`config.mk`:
```
export PLATFORM = sky130hd
export DESIGN_NAME = serial_frame_receiver
export DESIGN_NICKNAME = d
export VERILOG_FILES = /design/src/rtl/serial_frame_receiver.sv
export SDC_FILE = /design/constraint.sdc
export NUM_CORES = 1
export LEC_CHECK = 0
export CAP_MARGIN = 5
export CORE_UTILIZATION = 35
export DETAILED_ROUTE_END_ITERATION = 10
export HOLD_SLACK_MARGIN = 0.12
export RECOVER_POWER = 100
export SYNTH_ARGS = -nofsm -noshare
export SYNTH_HDL_FRONTEND = slang
export SYNTH_SLANG_ARGS = --single-unit
```
`constraint.sdc`:
```
create_clock -name clock -period 3.6 [get_ports clock]
set_input_delay 0.54 -clock clock [delete_from_list [all_inputs] [get_ports clock]]
set_output_delay 0.54 -clock clock [all_outputs]
set_load 0.03 [all_outputs]
```
`src/rtl/serial_frame_receiver.sv`:
```
// Serial frame receiver: start-bit detect, LSB-first word assembly, optional even parity,
// single-word output buffer with valid/ready handshake and overrun pulse.
//
// state    | meaning
// ---------+-----------------------------------------------------------
// S_IDLE   | line idle (0); a 1 is taken as the start bit
// S_DATA   | shifting WIDTH data bits into the accumulator, LSB first
// S_PARITY | sampling the trailing even-parity bit (PARITY_EN=1 only)
module serial_frame_receiver #(
  parameter int WIDTH     = 8,
  parameter bit PARITY_EN = 1'b1
) (
  input  logic             clock,
  input  logic             clear,
  input  logic             serial_in,
  input  logic             ready,
  output logic [WIDTH-1:0] data_out,
  output logic             valid,
  output logic             parity_err,
  output logic             overrun,
  output logic             busy
);

  localparam int CW = $clog2(WIDTH + 1);

  localparam logic [1:0] S_IDLE   = 2'd0;
  localparam logic [1:0] S_DATA   = 2'd1;
  localparam logic [1:0] S_PARITY = 2'd2;

  logic [1:0]       state;
  logic [CW-1:0]    bit_cnt;
  logic [WIDTH-1:0] acc;

  logic [WIDTH-1:0] acc_next;
  logic             last_data;
  logic             complete;
  logic [WIDTH-1:0] word;
  logic             word_err;
  logic             take;

  // New bits enter at the MSB so the first bit ends up in bit 0 after WIDTH shifts.
  assign acc_next  = {serial_in, acc[WIDTH-1:1]};
  assign last_data = (state == S_DATA) && (bit_cnt == CW'(WIDTH - 1));
  assign complete  = (state == S_PARITY) || (last_data && !PARITY_EN);
  assign word      = (state == S_PARITY) ? acc : acc_next;
  assign word_err  = PARITY_EN && (state == S_PARITY) && (serial_in ^ (^acc));
  assign take      = !valid || ready;
  assign busy      = (state != S_IDLE);

  always_ff @(posedge clock) begin
    if (!clear) begin
      state   <= S_IDLE;
      bit_cnt <= '0;
      acc     <= '0;
    end else begin
      case (state)
        S_IDLE: begin
          bit_cnt <= '0;
          if (serial_in) begin
            state <= S_DATA;
          end
        end
        S_DATA: begin
          acc     <= acc_next;
          bit_cnt <= bit_cnt + CW'(1);
          if (last_data) begin
            state <= PARITY_EN ? S_PARITY : S_IDLE;
          end
        end
        S_PARITY: begin
          state <= S_IDLE;
        end
        default: begin
          state <= S_IDLE;
        end
      endcase
    end
  end

  // A word consumed on the same edge a new one completes is replaced, not cleared.
  always_ff @(posedge clock) begin
    if (!clear) begin
      data_out   <= '0;
      valid      <= 1'b0;
      parity_err <= 1'b0;
      overrun    <= 1'b0;
    end else begin
      overrun <= 1'b0;
      if (complete && take) begin
        data_out   <= word;
        parity_err <= word_err;
        valid      <= 1'b1;
      end else if (complete) begin
        overrun <= 1'b1;
      end else if (valid && ready) begin
        valid <= 1'b0;
      end
    end
  end

endmodule

```
==> flow_metrics.py, run 1 <==
metrics = {
    "timing": {
        "setup_viol": 0,
        "period_share": 0.635,
        "timing.fmax_ghz": 0.438,
        "clock_skew_ns": 0.0113,
        "fin_setup_tns_ns": 0,
        "tightest_slew_ns": 0.732,
        "maxSlewViolCount": 0,
        "relSlewSlack": 0.511,
        "fin_crit_ns": 2.29,
        "rsz0062_at_grt": "false",
        "hold_ws_ns": 0.459,
        "hold_viol": 0,
    },
    "floorplanning": {
        "die_area_mm2": 0.00310,
        "core_area_mm2": 0.00273,
        "die_h_um": 55.7,
        "placementRows": 19,
        "dieWidth_um": 55.7,
        "start_util": 0.369,
        "io_pins": 16,
    },
    "global_routing": {
        "grt_pass1_wl_um": 3290,
        "grt_pass1_vias": 767,
        "use_met1": 0.175,
        "grt_max_degree": 25,
        "grt_util_all_layers": 0.131,
        "met3_usage": 0.0186,
        "antenna_found_initial": 0,
        "gr-max-usage-layer": "met2",
        "met2_usage": 0.208,
        "grt_overflow": 0,
    },
    "synth": {
        "synth_area_mm2": 0.00101,
        "yosys.area.top_type": "dfxtp_1",
        "syn_area_per_cell_um2": 8.40,
        "yosysSeqAreaShare": 0.496,
        "synth.top_cell.area_share": 0.496,
        "syn_nets": 125,
        "syn-instance-count": 120,
        "yosysUniqueCellTypes": 25,
        "ys_ff_latch": 25,
        "netlist_top_cells_area": "dfxtp_1 50%, nand2_1 13%, a21oi_1 8.9%, xnor2_1 3.5%, xnor3_1 2.2%",
        "yosys_warnings": 0,
    },
    "setup_path": {
        "worstSetupStartpointType": "flop",
        "crit_path_end_kind": "output port",
        "slowest_delay_ns": 0.69,
        "path_class": "reg2out",
        "crit_slowest_cell": "dlygate4sd3_1",
        "cp_top_family": "buffers and inverters",
        "worstPathArrival_ns": 1.75,
        "worstPathCellList": "or2_2, dlygate4sd3_1",
        "critPathMaxFanout": 10,
        "cp_num_buf_inv": 1,
        "critPathRequiredTime_ns": 3.06,
    },
    "clocking": {
        "post_cts_buffers": 0,
        "cts_resized": 0,
        "holdBufCountCts": 0,
        "cts.sinks": 25,
        "htreeDepth": 1,
        "clock_latency_ns": 0.32,
        "tritoncts": "done",
        "numCtsBuffers": 3,
        "root_buffer": "clkbuf_4",
        "cts_max_path_buffers": 2,
        "clk_pin_slew_ns": 0.15,
    },
    "route": {
        "routed_wl_um": 1740,
        "drt_iter0_markers": 21,
        "vias": 776,
        "via_per_inst": 4.76,
        "detail-route-antenna-nets": 0,
        "post-route-drc-count": 0,
        "drt-pass1-iter-count": 4,
        "wl_per_cell_um": 10.7,
    },
    "job": {
        "drv_cap": 0,
    },
    "cells_and_area": {
        "area_delta_synth_final_pct": 18.7,
        "drive_gt1_frac": 0.0455,
        "fin_nets": 138,
        "instances_no_fill": 163,
        "utilization": 0.438,
        "num_antenna_cells": 0,
    },
    "pwr": {
        "powerDensity_mw_per_mm2": 364,
        "power_w": 0.000436,
        "power_leakage_nw": 0.476,
        "worst_ir_drop_vdd_v": 0.000171,
    },
    "status": {
        "status": "complete, no violations",
    },
    "placement": {
        "gp_congestion": 0.745,
        "port-buffer-count": 15,
        "placedCellCount": 159,
        "hpwl_um": 1240,
    },
    "min_path": {
        "worst_hold_path_type": "reg2reg",
    },
}
==> per-layer routing <==
layer / up-vias / part of all wire / wire [um]
met5: - / 0 / 0
met4: 0 / 0 / 0
met3: 0 / 0.026 / 45
met2: 10 / 0.46 / 793
met1: 347 / 0.52 / 902
li1: 419 / - / -
==> worst min-delay path: cells and delay by family, from the launching register on <==
family / cells / cell delay [ns]
simple gates: 1 / 0.05
compound gates: 1 / 0.05
flops: 1 / 0.33
==> synth_stat cells (all sizes together) <==
master	number
and2	1
a2111oi	1
or2	1
xnor3	1
a21oi	18
ha	1
xnor2	4
nand2	36
nand2b	2
inv	2
nor3	2
a211o	1
o21ai	1
nand4b	1
a22oi	1
buf	3
o21a	1
nor2	4
nor2b	3
and3	3
and3b	1
clkbuf	4
nor4b	1
dfxtp	25
xor2	2
==> area by class of cell <==
cell class                 instances  area (um2)
fill                             280        1540
sequential                        25         500
multi-input combinational         86         470
timing repair buffer              15         150
tap                               31        38.8
clock buffer                       3        22.5
clock inverter                     1        7.51
inverter                           2        7.51
==> cell families (layout without fill, tap and decap cells) <==
family,after synthesis,after routing,synth area share
and+or+nand+nor,55,55,0.253
xor gates and xnor gates,7,7,0.0744
AOI/OAI and AO/OA,23,23,0.127
buffers and inverters,9,21,0.0372
DFF,25,25,0.496
adders and majority gates,1,1,0.0124
==> final timing paths <==
| check | slack (ns) | cells past startpoint | startpoint | end |
|---|---|---|---|---|
| max | 1.31 | 2 | state[1] | busy |
| min | 0.46 | 2 | data_out[1] | data_out[1] |
| max reg2reg | 1.96 | 4 | state[1] | parity_err |
| min reg2reg | 0.46 | 2 | data_out[1] | data_out[1] |
==> report_power, final <==
part	switching [W]	internal [W]
clock network	0.0000847	0.0000423
registers	0.00000347	0.000280
logic	0.0000153	0.0000105
total	0.000104	0.000332
==> metrics by stage <==
| stage | setup slack (ns) | instance area [um2] |
|---|---|---|
| 4_1_cts | 1.40 | 1200 |
| 5_1_grt | 1.25 | 1200 |
| 3_5_place_dp | 1.48 | 1170 |
| 3_3_place_gp | 1.51 | 1170 |
| 6_report | 1.31 | 1200 |
| 2_1_floorplan | 2.18 | 1010 |
==> state kept, by name, summed over array words and instances (netlist names) <==
signal      cells
valid           1
data_out        8
parity_err      1
state           2
bit_cnt         4
overrun         1
acc             8
==> placed cells by master (no fill, tap or decap), drive strengths merged <==
cell type,netlist,routed
a211o,1,1
xnor2,4,4
a2111oi,1,1
o21a,1,1
nor4b,1,1
and2,1,1
and3b,1,1
clkinvlp,0,1
nor3,2,2
nor2b,3,3
dfxtp,25,25
ha,1,1
nand2,36,36
a21oi,18,18
xor2,2,2
a22oi,1,1
o21ai,1,1
or2,1,1
nand4b,1,1
xnor3,1,1
clkdlybuf4s50,0,1
dlygate4sd3,0,14
clkbuf,4,3
inv,2,2
nand2b,2,2
nor2,4,4
and3,3,3
No activity file was read; power rests on OpenSTA's default activity.
==> inputs of run 2 (changes only) <==
==> constraint.sdc (replaced) <==
create_clock -name clock -period 2.37 [get_ports clock]
set_input_delay 0.3555 -clock clock [delete_from_list [all_inputs] [get_ports clock]]
set_output_delay 0.3555 -clock clock [all_outputs]
set_load 0.03 [all_outputs]
==> run 2 against run 1 <==
Sequential cell count unchanged. Sequential power increased by 52%. Clock power increased by 47%. Routed wire length increased by 6.6%. Global-route usage about the same. First-iteration DRC count increased by 57%. Critical path type unchanged. Non-clock buffer count increased by 2. Worst setup slack got worse by 1.1 ns. Highest routed layer is now met4.
==> flow_metrics.py, run 2 (same netlist as run 1, synthesis figures left out) <==
metrics = {
    "status": {
        "status": "complete, no violations",
    },
    "placement": {
        "hpwl_um": 1310,
        "gp_congestion": 0.759,
        "port-buffer-count": 15,
    },
    "clocking": {
        "numCtsBuffers": 3,
        "post_cts_buffers": 0,
        "cts.sinks": 25,
        "root_buffer": "clkbuf_4",
        "clk_pin_slew_ns": 0.13,
        "cts_resized": 0,
        "holdBufCountCts": 0,
        "clock_latency_ns": 0.32,
        "htreeDepth": 1,
        "cts_max_path_buffers": 2,
        "tritoncts": "done",
    },
    "cells_and_area": {
        "layout_commonest_cell": "nand2_1",
        "area_delta_synth_final_pct": 19.5,
        "utilization": 0.441,
        "fillers": 258,
        "num_antenna_cells": 0,
        "fin_nets": 140,
        "reg.largest.list": "acc: 8 flops, data_out: 8 flops, bit_cnt: 4 flops",
        "drive_gt1_frac": 0.0448,
        "final_cell_mix": "36 x nand2_1, 25 x dfxtp_1, 18 x a21oi_1",
    },
    "timing": {
        "setup_viol": 0,
        "hold_viol": 0,
        "rsz0062_at_grt": "false",
        "tightest_slew_ns": 0.436,
        "maxSlewViolCount": 0,
        "period_share": 0.889,
        "clock_skew_ns": 0.0108,
        "relSlewSlack": 0.709,
        "fin_crit_ns": 2.11,
        "timing.fmax_ghz": 0.475,
        "fin_setup_tns_ns": 0,
    },
    "setup_path": {
        "path_class": "reg2out",
        "worstPathArrival_ns": 1.75,
        "worst_r2r_path_depth": 4,
        "critPathRequiredTime_ns": 2.01,
        "worstSetupStartpointType": "flop",
        "critPathMaxFanout": 10,
        "crit_path_end_kind": "output port",
    },
    "route": {
        "routed_wl_um": 1860,
        "detail-route-antenna-nets": 0,
        "post-route-drc-count": 0,
        "vias": 815,
        "drt-pass1-iter-count": 4,
        "via_per_inst": 4.94,
        "wl_per_cell_um": 11.2,
        "drt_iter0_markers": 33,
    },
    "floorplanning": {
        "io_pins": 16,
        "core_area_mm2": 0.00273,
        "start_util": 0.369,
        "placementRows": 19,
        "dieWidth_um": 55.7,
        "die_h_um": 55.7,
        "die_area_mm2": 0.00310,
    },
    "pwr": {
        "sw_frac_of_total": 0.228,
        "power_frac_comb": 0.063,
        "worst_ir_drop_vdd_v": 0.000292,
        "seqPwrFrac": 0.653,
        "power_leakage_nw": 0.482,
        "clkPwrFrac": 0.283,
        "power.switching_w": 0.000150,
        "powerDensity_mw_per_mm2": 546,
        "p_int_w": 0.000508,
    },
    "min_path": {
        "worst_hold_path_type": "reg2reg",
        "worstHoldPathCells": 2,
    },
    "global_routing": {
        "grt_overflow": 0,
        "grt_pass1_vias": 706,
        "grt_pass1_wl_um": 3200,
        "antenna_found_initial": 0,
        "grt_max_degree": 14,
        "grt_util_all_layers": 0.132,
    },
    "job": {
        "drv_cap": 0,
    },
}
## run 2: power groups by stage
stage | registers [W] | logic, W | clock network, W
6_report | 0.000430 | 0.0000415 | 0.000187
3_5_place_dp | 0.000439 | 0.0000435 | 0
3_3_place_gp | 0.000439 | 0.0000433 | 0
5_1_grt | 0.000431 | 0.0000462 | 0.000215
4_1_cts | 0.000430 | 0.0000436 | 0.000193
2_1_floorplan | 0.000438 | 0.0000290 | 0
## run 2: metrics by stage
stage	hold slack [ns]	setup slack (ns)	cells	power, W	area, um2
after floorplan	0.458	1.04	120	0.000467	1010
after global placement	0.444	0.548	161	0.000482	1180
after detailed placement	0.447	0.503	161	0.000483	1180
after CTS	0.465	0.341	165	0.000667	1210
after global routing	0.474	0.195	165	0.000693	1200
final	0.456	0.263	165	0.000658	1200
## run 2: path summary, 6_finish.rpt
check                endpoint  slack, ns         from
setup / recovery         busy       0.26     state[1]
hold / removal    data_out[0]       0.46  data_out[0]
setup reg to reg   parity_err       0.73     state[1]
hold reg to reg   data_out[0]       0.46  data_out[0]
## run 2: worst max-delay path, stage by stage, from the launching register on
cell and delay, ns:
dfxtp_1 0.42, or2_2 0.33, dlygate4sd3_1 0.69
## run 2: cell type report
class                      count  area [um2]  share of cell area
inverter                       2        7.51             0.00623
tap                           31        38.8              0.0322
sequential                    25         500               0.415
clock buffer                   4        26.3              0.0218
multi-input combinational     86         470               0.390
timing repair buffer          17         161               0.134
## run 2: per-layer routing
metal | up-vias | share of wire | global-route usage
li1 | 423 | - | -
met1 | 375 | 0.50 | 0.176
met2 | 15 | 0.47 | 0.201
met3 | 2 | 0.023 | 0.0209
met4 | 0 | 0.010 | 0.0750
met5 | - | 0 | 0
